$ cat config.mk
export PLATFORM = sky130hd
export DESIGN_NAME = dcache_victim_sel
export DESIGN_NICKNAME = d
export VERILOG_FILES = /design/src/rtl/dcache_victim_sel.sv
export SDC_FILE = /design/constraint.sdc
export NUM_CORES = 2
export LEC_CHECK = 0
export CAP_MARGIN = 15
export CORE_MARGIN = 2
export CORE_UTILIZATION = 58
export DETAILED_ROUTE_END_ITERATION = 16
export PLACE_DENSITY_LB_ADDON = 0.15
export SYNTH_ARGS = -nofsm -noshare
export SYNTH_HDL_FRONTEND = slang
export SYNTH_SLANG_ARGS = --single-unit
$ cat constraint.sdc
create_clock -name clk_i -period 4.5 [get_ports clk_i]
set_input_delay 0.45 -clock clk_i [delete_from_list [all_inputs] [get_ports clk_i]]
set_output_delay 0.45 -clock clk_i [all_outputs]
set_load 0.05 [all_outputs]
$ cat src/rtl/dcache_victim_sel.sv
// D-cache victim selector: per-set tree-PLRU state, invalid-way preference and
// dirty lookup, returning victim way/dirty/tag over a valid/ready handshake.
module dcache_victim_sel #(
    parameter int unsigned WAYS  = 8,
    parameter int unsigned SETS  = 64,
    parameter int unsigned TAG_W = 44,
    localparam int unsigned IDX_W = $clog2(SETS),
    localparam int unsigned WAY_W = $clog2(WAYS)
) (
    input  logic                  clk_i,
    input  logic                  rst_ni,
    input  logic                  req_valid_i,
    output logic                  req_ready_o,
    input  logic [IDX_W-1:0]      req_index_i,
    input  logic [WAYS*TAG_W-1:0] req_tag_all_i,
    input  logic [WAYS-1:0]       req_line_valid_i,
    output logic                  dirty_rd_valid_o,
    output logic [IDX_W-1:0]      dirty_rd_index_o,
    input  logic [WAYS-1:0]       dirty_rd_data_i,
    output logic                  resp_valid_o,
    input  logic                  resp_ready_i,
    output logic [WAY_W-1:0]      resp_way_o,
    output logic                  resp_dirty_o,
    output logic [TAG_W-1:0]      resp_tag_o,
    input  logic                  touch_valid_i,
    input  logic [IDX_W-1:0]      touch_index_i,
    input  logic [WAY_W-1:0]      touch_way_i
);

    localparam int unsigned NODES = WAYS - 1;

    typedef enum logic [1:0] {
        IDLE = 2'd0,
        READ = 2'd1,
        RESP = 2'd2
    } state_e;

    state_e                  state_q, state_d;
    logic                    req_ready_q, req_ready_d;
    logic [IDX_W-1:0]        idx_q, idx_d;
    logic [WAYS*TAG_W-1:0]   tags_q, tags_d;
    logic [WAYS-1:0]         lv_q, lv_d;
    logic                    resp_valid_q, resp_valid_d;
    logic [WAY_W-1:0]        resp_way_q, resp_way_d;
    logic                    resp_dirty_q, resp_dirty_d;
    logic [TAG_W-1:0]        resp_tag_q, resp_tag_d;
    logic [NODES-1:0]        plru_q [SETS];

    logic                    fill_c;
    logic [WAY_W-1:0]        plru_way_c;
    logic [WAY_W-1:0]        inv_way_c;
    logic                    any_inv_c;
    logic [WAY_W-1:0]        victim_c;
    logic                    victim_dirty_c;
    logic [TAG_W-1:0]        victim_tag_c;
    logic [NODES-1:0]        fill_bits_c;
    logic [NODES-1:0]        touch_base_c;
    logic [NODES-1:0]        touch_bits_c;

    // Point every node on the way's path away from that way.
    function automatic logic [NODES-1:0] mark_mru(input logic [NODES-1:0] bits,
                                                  input logic [WAY_W-1:0] way);
        logic [NODES-1:0] r;
        int unsigned      node;
        r    = bits;
        node = 0;
        for (int l = int'(WAY_W) - 1; l >= 0; l--) begin
            r[WAY_W'(node)] = ~way[l];
            node = 2 * node + 1 + 32'(way[l]);
        end
        return r;
    endfunction

    assign req_ready_o      = req_ready_q;
    assign dirty_rd_valid_o = req_valid_i & req_ready_q;
    assign dirty_rd_index_o = req_index_i;
    assign resp_valid_o     = resp_valid_q;
    assign resp_way_o       = resp_way_q;
    assign resp_dirty_o     = resp_dirty_q;
    assign resp_tag_o       = resp_tag_q;

    // Tree walk of the captured set; upper way-number bits come from nodes nearer the root.
    always_comb begin
        int unsigned node;
        logic        b;
        plru_way_c = '0;
        node       = 0;
        b          = 1'b0;
        for (int l = int'(WAY_W) - 1; l >= 0; l--) begin
            b             = plru_q[idx_q][WAY_W'(node)];
            plru_way_c[l] = b;
            node          = 2 * node + 1 + 32'(b);
        end
    end

    // Lowest-numbered invalid way overrides the PLRU choice.
    always_comb begin
        inv_way_c = '0;
        any_inv_c = 1'b0;
        for (int w = int'(WAYS) - 1; w >= 0; w--) begin
            if (!lv_q[w]) begin
                inv_way_c = WAY_W'(w);
                any_inv_c = 1'b1;
            end
        end
        victim_c       = any_inv_c ? inv_way_c : plru_way_c;
        victim_dirty_c = any_inv_c ? 1'b0 : dirty_rd_data_i[victim_c];
        victim_tag_c   = tags_q[32'(victim_c) * TAG_W +: TAG_W];
    end

    always_comb begin
        state_d      = state_q;
        req_ready_d  = req_ready_q;
        idx_d        = idx_q;
        tags_d       = tags_q;
        lv_d         = lv_q;
        resp_valid_d = resp_valid_q;
        resp_way_d   = resp_way_q;
        resp_dirty_d = resp_dirty_q;
        resp_tag_d   = resp_tag_q;
        fill_c       = 1'b0;
        case (state_q)
            IDLE: begin
                if (req_valid_i) begin
                    idx_d       = req_index_i;
                    tags_d      = req_tag_all_i;
                    lv_d        = req_line_valid_i;
                    req_ready_d = 1'b0;
                    state_d     = READ;
                end
            end
            READ: begin
                resp_way_d   = victim_c;
                resp_dirty_d = victim_dirty_c;
                resp_tag_d   = victim_tag_c;
                resp_valid_d = 1'b1;
                state_d      = RESP;
            end
            RESP: begin
                if (resp_ready_i) begin
                    fill_c       = 1'b1;
                    resp_valid_d = 1'b0;
                    req_ready_d  = 1'b1;
                    state_d      = IDLE;
                end
            end
            default: begin
                resp_valid_d = 1'b0;
                req_ready_d  = 1'b1;
                state_d      = IDLE;
            end
        endcase
    end

    always_ff @(posedge clk_i or negedge rst_ni) begin
        if (!rst_ni) begin
            state_q      <= IDLE;
            req_ready_q  <= 1'b1;
            idx_q        <= '0;
            tags_q       <= '0;
            lv_q         <= '0;
            resp_valid_q <= 1'b0;
            resp_way_q   <= '0;
            resp_dirty_q <= 1'b0;
            resp_tag_q   <= '0;
        end else begin
            state_q      <= state_d;
            req_ready_q  <= req_ready_d;
            idx_q        <= idx_d;
            tags_q       <= tags_d;
            lv_q         <= lv_d;
            resp_valid_q <= resp_valid_d;
            resp_way_q   <= resp_way_d;
            resp_dirty_q <= resp_dirty_d;
            resp_tag_q   <= resp_tag_d;
        end
    end

    // A touch to the filled set builds on the fill result so it wins on shared nodes.
    always_comb begin
        fill_bits_c  = mark_mru(plru_q[idx_q], resp_way_q);
        touch_base_c = (fill_c && (touch_index_i == idx_q)) ? fill_bits_c
                                                            : plru_q[touch_index_i];
        touch_bits_c = mark_mru(touch_base_c, touch_way_i);
    end

    always_ff @(posedge clk_i or negedge rst_ni) begin
        if (!rst_ni) begin
            for (int s = 0; s < int'(SETS); s++) begin
                plru_q[s] <= '0;
            end
        end else begin
            if (fill_c) begin
                plru_q[idx_q] <= fill_bits_c;
            end
            if (touch_valid_i) begin
                plru_q[touch_index_i] <= touch_bits_c;
            end
        end
    end

endmodule

Word-level counts from Yosys, hierarchy flattened --
Index checks and enable logic that the tools add are counted.
Operators by class: mux-type cells 61, multipliers 1, shift-type cells 1, eq/ne operators 5, add/subtract/negate cells 9, bitwise operators 11, magnitude comparators 15, reductions and logical operators 12
Operator list (count):
- $bwmux W448 | 2
- $mux W448 | 2
- $shiftx A352 B10 Y44 | 1
- $bmux W7 S6 | 2
- $demux W7 S6 | 2
- $mux W7 | 7
- $bwmux W7 | 4
- $mux W3 | 9
- $mux W1 | 21
- $lt A3 B4 Y1 const B | 4
- $ge A7 B7 Y1 const B | 2
- $lt A7 B1 Y1 const B | 2
- $not A6 Y7 | 2
- $demux W1 S3 | 4
- $lt A2 B4 Y1 const B | 3
- $add A3 B1 Y3 | 3
- $add A3 B1 Y3 const B | 3
- $bmux W1 S3 | 3
- $not A1 Y1 | 8
- $logic_and A1 B1 Y1 | 7
- $mul A3 B4 Y7 const B | 1
- $add A1 B1 Y2 const A | 3
- $eq A6 B6 Y1 | 1
- $ge A3 B1 Y1 const B | 2
- other kinds (11) | 17
Word-level totals: register bits after elaboration 866, word-level logic and storage cells 188, output and inout bits 57, bits of input ports 388

Logic depth before layout (Yosys ltp) --
depth after elaboration 14, gate-level depth with buffers 18, gate-level depth less buffers 10

Least setup slack after synthesis --
Ideal clock, no wire load.
kind register -> register, start point register idx_q[0], end point register resp_tag_q[42] (netlist: resp_tag_o[42]), clock period less this slack 3484 ps, setup slack 1016 ps, path buffers 3, arrival time 3358 ps, stages on the path, launching flop included 14, data required time 4374 ps, setup time 126 ps, cell sequence dfrtp_1 > buf_6 > mux4_2 > a32oi_1 > o31ai_1 > or4_4 > nor2_4 > mux2i_1 > nand2_1 > nand4_1 > clkbuf_1 > buf_2 > o22ai_1 > a221o_1
Between the ends: longest elaborated chain between the ends 13, elaborated cells between the ends (all ways) 14, classes of those cells add/sub: 3; mul: 1; shift: 1; mux: 8; bitwise: 1
Ends and longest elaborated chain:
- start, declared | line 40 | logic [IDX_W-1:0] idx_q, idx_d;
- start signal, assigned | line 169 | idx_q <= idx_d;
- $not A6 Y7 (not written as such) (*) | line 90 | b = plru_q[idx_q][WAY_W'(node)];
- $bmux W7 S6 (*) | line 90
- $mux W7 (not written as such) (*) (2 in series) | line 90
- $add A1 B1 Y2 | line 92 | node = 2 * node + 1 + 32'(b);
- $bmux W1 S3 | line 90
- $mux W1 (not written as such) | line 90
- $add A3 B1 Y3 | line 92
- $bmux W1 S3 | line 90
- $mux W1 (not written as such) | line 90
- $mux W3 (*) | line 106 | victim_c = any_inv_c ? inv_way_c : plru_way_c;
- $mul A3 B4 Y7 (*) | line 108 | victim_tag_c = tags_q[32'(victim_c) * TAG_W +: TAG_W];
- $shiftx A352 B10 Y44 (*) | line 108
- end signal, assigned | line 175 | resp_tag_q <= resp_tag_d;
- end, declared | line 46 | logic [TAG_W-1:0] resp_tag_q, resp_tag_d;
Every way passes the cells marked *; elsewhere a longest branch is shown, timed or not. The select of a mux whose other input is x is not followed. A chain may end at the register's enable or synchronous reset.

Worst setup path in the final report --
start point register idx_q[1], end point register resp_tag_q[2] (netlist: resp_tag_o[2])
Same word-level chain as after synthesis.

==> metrics <==
CP arrival 5050 ps; die area 0.0823 sq mm; vias in the first global route 40200; initial antenna violation count 45; 1st-iter DRT viols 6161; startpoint types flip-flop; core area 0.0791 sq mm; Setup violations, final 0; Placement Setup Slack -101 ps; Netlist Area Pre-Place 0.0464 sq mm; setup TNS 0 ps; YS warnings 0; crit path max-delay cell type dfrtp_4; Slew Limit Fails 0; grt total ovfl 0; outcome finished, final reports clean; synthesized flop and latch total 866; HP Class input pin to flip-flop; Hold Fails Final Rpt 0; max_cap viols 0; crit-path max FO 25; unrepaired setup endpoints after global routing no; CTS tree yes; Seq/Total Area, Yosys 0.467; Crit Path Category flip-flop to flip-flop; TritonRoute pass-1 iters 9; TritonCTS Sinks 866; Vias 41200; largest cells by area after synthesis dfrtp_1 (47%), mux2i_1 (10%), mux2_2 (9.7%); Post-synth EDFFs 0; switching power 18200 uW; Clock power frac 0.192; area delta synth->final 22.5%; chip height 287 microns; I/O pins 445; Pwr Total 43000 uW; Longest Clk Path Bufs 3; synthesized area per cell 10.1 sq um; async set-reset flop share out of synthesis 1.00; Avg WL per Cell 29.9 microns; Pleak 0.0251 uW; top-area cell type share of the netlist area 0.466; Clk pin slew, worst setup/hold paths 60 ps; Final #Nets 5384; Cell Rows 103; share of layout cells above drive strength 1 0.186; global-route wire length before repair 270000 microns; syn nets 5000; total track usage 0.442; fin crit share 0.998; CTS Buf Count 93; Clk Latency, worst-skew pair 690 ps; relative slew slack 0.167; sw frac 0.422; die width 287 microns; sequential share of power 0.332; dominant cell type by area after synthesis dfrtp_1; final worst setup slack 8.64 ps; Root Driver clkbuf_16; crit-path cells buf_4, nor2b_2, buf_4, buf_4, a22oi_1, nand3_1, and3_1, nand4_1, nand3_1, a22o_4, buf_12, buf_12, mux2i_2, mux2i_1, a221o_1; ANT nets after route 0; Worst Tran Pin Value 1230 ps; DR vias/cell 6.71; Port Buf Inserts 444; Worst VDD drop 0.000678 V; most frequent CP cell buf_4; H-tree levels 3; # DRC 0; Initial Utilization 0.586; WL final 183000 microns; critical path data required time 5050 ps; P_int 24900 uW; Post-synth top flop dfrtp_1; placed cell count 5936; post-route minimum period 4490 ps; Worst Skew 43.2 ps; Post-DP HPWL 127000 microns; synthesized instance count 4602; Synth cell types 76; combinational power share 0.476; Pwr Density 757 mW/mm^2; hold slack 345 ps; Crit. End Element flip-flop; Finished Layout Cells 6139; fmax 0.223 GHz; RePlAce Congestion 1.05; largest net degree at the start of global routing 162; CP peak stage delay 630 ps
## routing by layer
metal | global-route usage | up-vias | share of wire
li1 | - | 17500 | -
met2 | 0.656 | 2811 | 0.44
met1 | 0.573 | 20100 | 0.37
met3 | 0.140 | 754 | 0.12
met5 | 0 | - | 0.0015
met4 | 0.255 | 38 | 0.071
## cell usage in the layout (no fill, tap or decap), types with 67 or more instances in the layout
cell,count
nand2_1,489
dfrtp_1,862
a211oi_1,83
mux2i_1,473
a21oi_1,355
mux2_2,401
o22ai_1,67
buf_4,226
clkdlybuf4s50_1,443
clkbuf_16,94
o21ai_0,333
nor2_1,374
a22oi_1,158
## sequential cells by signal, summed over array words and instances, names as in the netlist
name and count:
resp_way_o 3, resp_valid_o 1, idx_q 6, resp_dirty_o 1, req_ready_o 1, lv_q 8
resp_tag_o 44, state_q 2, plru_q 448, tags_q 352
## logic make-up after synthesis
| group | Yosys count | synth area share |
|---|---|---|
| and+or+nand+nor | 1071 | 0.0986 |
| buffers and inverters | 485 | 0.0459 |
| DFF | 866 | 0.467 |
| muxes | 907 | 0.213 |
| AOI/OAI and AO/OA | 1257 | 0.171 |
| xor gates and xnor gates | 6 | 0.00113 |
| adders and majority gates | 10 | 0.00270 |
## Yosys cell counts (7+ instances only)
| master | count |
|---|---|
| clkbuf_1 | 310 |
| a22oi_1 | 158 |
| inv_1 | 34 |
| o22ai_1 | 67 |
| a221o_1 | 53 |
| ha_1 | 10 |
| a221oi_1 | 36 |
| mux4_2 | 26 |
| o32ai_1 | 21 |
| a21oi_1 | 357 |
| buf_6 | 20 |
| buf_1 | 41 |
| nand4_1 | 29 |
| a211oi_1 | 83 |
| buf_2 | 54 |
| and3b_1 | 8 |
| mux2i_1 | 479 |
| o21ai_0 | 336 |
| buf_4 | 24 |
| nor2b_1 | 19 |
| a22o_1 | 32 |
| and4_1 | 7 |
| nand3_1 | 40 |
| nor3_1 | 12 |
| nor2_1 | 376 |
| nand3b_1 | 9 |
| mux2_2 | 401 |
| and2_1 | 10 |
| o31ai_1 | 21 |
| nand2_1 | 491 |
| dfrtp_1 | 865 |
| a31oi_1 | 14 |
| and3_1 | 26 |
| nor3b_1 | 9 |
## power by group through the flow
stage,clock [uW],combinational (uW),sequential [uW]
after floorplan,0,12300,13500
final,8270,20500,14300
after CTS,8300,19900,14100
after global routing,8630,21400,14500
after detailed placement,0,19700,14100
after global placement,0,19400,14100
## worst paths after layout
path | from | endpoint | slack [ps] | depth (start not counted)
min | req_line_valid_i[4] | lv_q[4] | 340 | 3
min reg2reg | resp_dirty_o | resp_dirty_o | 490 | 2
max | idx_q[1] | resp_tag_o[2] | 9 | 15
max reg2reg | idx_q[1] | resp_tag_o[2] | 9 | 15
min in group asynchronous | rst_ni | plru_q[119] | 400 | 2
max in group asynchronous | rst_ni | tags_q[262] | 2840 | 3
## critical path: cells and delay by family (launching register included)
kind	cells	cell delay, ps
compound gates	3	620
buf+inv	5	1190
flops	1	630
mux	2	390
simple gates	5	1480
## final cells by class
cell class / instances / area (sq um)
timing repair buffer: 738 / 7490
tap: 1050 / 1310
sequential: 866 / 21700
fill: 5740 / 22300
clock inverter: 42 / 614
multi-input combinational: 3251 / 22900
clock buffer: 128 / 2680
antenna: 28 / 70.1
inverter: 36 / 135
## metrics by stage
stage	instance area (sq um)	util
finish	56800	0.718
global route	56800	0.718
CTS	56700	0.716
detailed placement	53300	0.674
global placement	53300	0.674
floorplan	46400	-
## what timing repair did
action / CTS / global route
endpoints found under the setup margin: 24 / 70
hold buffers: 1 / 0
endpoints found under the hold margin: 77 / 0
gates resized for setup: 6 / 13
setup buffers: 1 / 3
Power figures use the tool's default switching activity.
